<file path="src/rtl/dl_rr_arb_reg.sv">
// Round-robin arbiter that feeds one output register. Registered output with 1-cycle latency.
// Backpressure: req_ready is held low while a full register waits on out_ready; a drain and a refill can happen in the same cycle.
module dl_rr_arb_reg #(
    parameter  int NUM_REQ = 4,
    parameter  int WIDTH   = 32,
    localparam int SW      = $clog2(NUM_REQ)
) (
    input  logic                     clk,
    input  logic                     rst,
    input  logic [NUM_REQ-1:0]       req_valid,
    input  logic [NUM_REQ*WIDTH-1:0] req_data,
    output logic [NUM_REQ-1:0]       req_ready,
    output logic                     out_valid,
    output logic [WIDTH-1:0]         out_data,
    output logic [SW-1:0]            out_src,
    input  logic                     out_ready
);

    logic [SW-1:0]    ptr;
    logic [SW-1:0]    win;
    logic [SW-1:0]    ptr_nxt;
    logic [WIDTH-1:0] win_dat;
    logic             any_vld;
    logic             accept;
    logic             xfer;

    // Index k places after ptr. The wrap is at NUM_REQ, so non-power-of-2 sizes never reach unused indices.
    function automatic logic [SW-1:0] rot(input logic [SW-1:0] base, input int k);
        int s;
        s = int'(base) + k;
        if (s >= NUM_REQ) begin
            s = s - NUM_REQ;
        end
        return SW'(s);
    endfunction

    // Scan from the farthest position back toward ptr, so the nearest valid requester is the one kept.
    always_comb begin
        win = ptr;
        for (int k = NUM_REQ - 1; k >= 0; k--) begin
            if (req_valid[rot(ptr, k)]) begin
                win = rot(ptr, k);
            end
        end
    end

    assign any_vld = |req_valid;
    assign accept  = ~out_valid | out_ready;
    assign xfer    = accept & any_vld;
    assign win_dat = req_data[int'(win)*WIDTH +: WIDTH];
    assign ptr_nxt = (win == SW'(NUM_REQ - 1)) ? '0 : win + 1'b1;

    always_comb begin
        req_ready = '0;
        if (!rst && xfer) begin
            req_ready = NUM_REQ'(1) << win;
        end
    end

    always_ff @(posedge clk or posedge rst) begin
        if (rst) begin
            out_valid <= 1'b0;
            out_data  <= '0;
            out_src   <= '0;
            ptr       <= '0;
        end else if (xfer) begin
            out_valid <= 1'b1;
            out_data  <= win_dat;
            out_src   <= win;
            ptr       <= ptr_nxt;
        end else if (out_ready) begin
            out_valid <= 1'b0;
        end
    end

endmodule

</file>
<file path="config.mk">
export PLATFORM = sky130hd
export DESIGN_NAME = dl_rr_arb_reg
export DESIGN_NICKNAME = d
export VERILOG_FILES = /design/src/rtl/dl_rr_arb_reg.sv
export SDC_FILE = /design/constraint.sdc
export NUM_CORES = 1
export LEC_CHECK = 0
export BUFFER_PORTS_ARGS = -buffer_cell sky130_fd_sc_hd__buf_2
export CAP_MARGIN = 30
export CORE_ASPECT_RATIO = 0.6
export CORE_MARGIN = 5
export CORE_UTILIZATION = 42
export CTS_CLUSTER_SIZE = 30
export DETAILED_ROUTE_END_ITERATION = 12
export PLACE_DENSITY = 0.8
export SETUP_SLACK_MARGIN = 0.2
export SYNTH_ARGS = -nofsm -noshare
export SYNTH_HDL_FRONTEND = slang
export SYNTH_SLANG_ARGS = --single-unit
</file>
<file path="constraint.sdc">
create_clock -name clk -period 2.98 [get_ports clk]
set_input_delay 0.596 -clock clk [delete_from_list [all_inputs] [get_ports clk]]
set_output_delay 0.596 -clock clk [all_outputs]
set_load 0.01 [all_outputs]
</file>
==> impl_metrics.py <==
metrics = {
    "drt": {
        "wl_per_cell_um": 17.2,
        "routed_wl_mm": 8.87,
        "num_vias": 2901,
        "vias_per_cell": 5.62,
        "first_iter_violations": 171,
        "drc": 0,
        "drtAntennaViolNets": 0,
        "drt-pass1-iter-count": 4,
    },
    "grt": {
        "grt_pass1_vias": 2852,
        "antenna_found_initial": 0,
        "grt-ovfl-total": 0,
        "grt_use_total_pct": 21.4,
        "grt_pass1_wl_mm": 13.9,
        "grt_max_degree": 32,
    },
    "synth": {
        "synth_compound_area_share_pct": 28.6,
        "synth_warnings": 0,
        "synth-edff-count": 0,
        "synth-simple-area-share_pct": 12.1,
        "synth_top_family_by_area": "compound AO/OA/AOI/OAI gates",
        "synthCells": 266,
        "syn_avg_cell_area_um2": 9.79,
        "syn_area_mm2": 0.00260,
        "synthMuxAreaShare_pct": 17.7,
        "syn_nets": 402,
        "postSynth.asyncResetShare_pct": 100,
        "synthAdderAreaFrac_pct": 0.480,
        "ys_types": 36,
        "synthFlopType": "dfrtp_1",
        "synth_seq_cells": 37,
        "synth-seq-area-share_pct": 35.5,
        "yosys.area_share.xor_xnor_pct": 0,
    },
    "sta": {
        "max_slew_margin_pct": 51.6,
        "finalSetupViolCount": 0,
        "final-hold-violation-count": 0,
        "clock_skew_ns": 0.00179,
        "tightest_slew_ns": 0.726,
        "finalWorstSetupSlack_ns": 0.307,
        "slew_viol_final": 0,
        "period_needed_ns": 2.67,
        "setup_tns_ns": 0,
        "hold_slack_ns": 0.262,
        "max_freq_mhz": 374,
        "fin_crit_sh_pct": 89.7,
        "rsz0062_at_grt": "no",
    },
    "final_layout": {
        "layout_commonest_cell": "buf_2",
        "fillers": 553,
        "final_core_util_pct": 60.4,
        "fin_nets": 567,
        "drive_above_1_share_pct": 52.8,
        "area_delta_synth_final_pct": 40.4,
        "diodes": 0,
        "final_cell_mix": "173 x buf_2, 36 x dfrtp_1, 32 x o21ai_0, 32 x a21oi_1",
    },
    "worst_hold_path": {
        "worstHoldPathType": "in -> async",
    },
    "worst_setup_path": {
        "path_max_fanout": 16,
        "path_class": "reg -> out",
        "critPathRequiredTime_ns": 2.38,
        "arrival_ns": 2.08,
        "end_kind": "output pin",
        "timing.rr.start": "ptr[1]$_DFFE_PP0P_",
        "rrSetupSlack_ns": 0.61,
        "regToRegEndpoint": "out_data[27]$_DFFE_PP0P_",
        "startpoint_type": "register",
        "worst-r2r-cell-count": 7,
    },
    "floorplan": {
        "die_h_um": 71.0,
        "die_area_mm2": 0.00793,
        "coreArea_mm2": 0.00606,
        "rows": 22,
        "io_pins": 174,
        "initial_core_util_pct": 43.0,
        "die_width_um": 112,
    },
    "place": {
        "dp_hpwl_mm": 6.63,
        "portBuffers": 173,
        "place_ws_ns": 0.272,
        "gp_congestion": 0.773,
    },
    "clock_network": {
        "post_cts_buffers": 0,
        "cts.clk_slew.worst_paths_ns": 0.07,
        "clock_path_buffers": 2,
        "clockRootBuffer": "clkbuf_8",
        "insertion_delay_ns": 0.28,
        "cts_made_buffers": 5,
        "cts_tree": "built",
        "clock-sinks": 37,
        "htreeDepth": 2,
    },
    "flow_run": {
        "maxCapViolCount": 0,
    },
    "pwr": {
        "power.density_mw_per_mm2": 784,
        "ir_worst_vdd_v": 0.000362,
        "power.leakage_nw": 1.88,
    },
    "outcome": {
        "status": "finished, final reports clean",
    },
}
[worst max-delay path, cell delays in order (launching register included)]
cell	delay [ns]
dfrtp_2	0.48
nor2b_4	0.16
a2111oi_4	0.43
nor2_4	0.12
inv_8	0.16
ha_1	0.18
and3_1	0.14
buf_2	0.12
[routing by layer]
| metal | GRT usage [%] | share of wire [%] | up-vias | routed length (um) |
|---|---|---|---|---|
| met2 | 35.3 | 46 | 150 | 4100 |
| li1 | - | - | 1360 | - |
| met4 | 3.78 | 0.60 | 0 | 53 |
| met3 | 6.84 | 11 | 6 | 970 |
| met1 | 28.2 | 42 | 1385 | 3750 |
| met5 | 0 | 0 | - | 0 |
[Yosys cell counts, types with 2 or more instances]
| master | instances | area share [%] |
|---|---|---|
| a21oi_1 | 32 | 6.1 |
| and3_1 | 2 | 0.48 |
| mux2_4 | 27 | 16 |
| nor2_1 | 4 | 0.58 |
| nor4_1 | 3 | 0.72 |
| clkbuf_1 | 18 | 2.6 |
| nand2_1 | 8 | 1.2 |
| nor2b_1 | 2 | 0.48 |
| buf_6 | 3 | 1.3 |
| a221o_1 | 31 | 12 |
| a21o_1 | 3 | 0.86 |
| inv_1 | 4 | 0.58 |
| mux2_1 | 4 | 1.7 |
| o21ai_0 | 33 | 6.3 |
| buf_2 | 5 | 0.96 |
| nand3_1 | 31 | 6.0 |
| dfrtp_1 | 37 | 36 |
[registers in the layout, summed over array words and instances, names as in the netlist]
signal	count
out_src	2
out_valid	1
out_data	32
ptr	2
[timing repair]
action	4_1_cts	5_1_grt
hold endpoints to repair	0	0
gates resized for setup	1	5
hold buffers	0	0
pin swaps	0	0
setup endpoints to repair	1	1
[worst max path at each step]
stage / from / end / slack, ns / cells past startpoint
finish: ptr[1]$_DFFE_PP0P_ / req_ready[3] / 0.31 / 7
detailed placement: req_valid[3] / req_ready[3] / 0.27 / 8
global route: req_valid[2] / req_ready[3] / 0.21 / 7
CTS: ptr[1]$_DFFE_PP0P_ / req_ready[3] / 0.24 / 7
floorplan: req_valid[0] / req_ready[3] / 0.59 / 7
global placement: req_valid[3] / req_ready[3] / 0.31 / 8
[logic make-up (layout without fill, tap and decap cells)]
group / Yosys count / after routing
fa+ha+maj: 1 / 1
mux: 32 / 32
flops: 37 / 37
buf+inv: 31 / 197
simple gates: 58 / 58
compound gates: 107 / 107
[power breakdown]
group / total, W / internal [W] / switching (W)
registers: 0.000900 / 0.000739 / 0.000161
clock network: 0.000338 / 0.000161 / 0.000177
logic: 0.00163 / 0.000785 / 0.000848
total: 0.00287 / 0.00168 / 0.00119
[area by class of cell]
cell class              instances  area, um2  share of cell area (%)
clock inverters                 3       17.5                   0.479
well taps                      84        105                    2.87
inverters                       5       26.3                   0.718
clock buffers                   5       68.8                    1.88
repair buffers                184        968                    26.5
flip-flops and latches         37        927                    25.3
multi-input cells             198       1550                    42.2
[stage by stage]
step                std cells  cell area [um2]  total power [W]
floorplan                 266             2610          0.00196
global placement          507             3540          0.00248
detailed placement        507             3540          0.00251
CTS                       515             3630          0.00287
global route              516             3660          0.00308
finish                    516             3660          0.00287
Note: power is estimated with default switching activity, not from simulation.
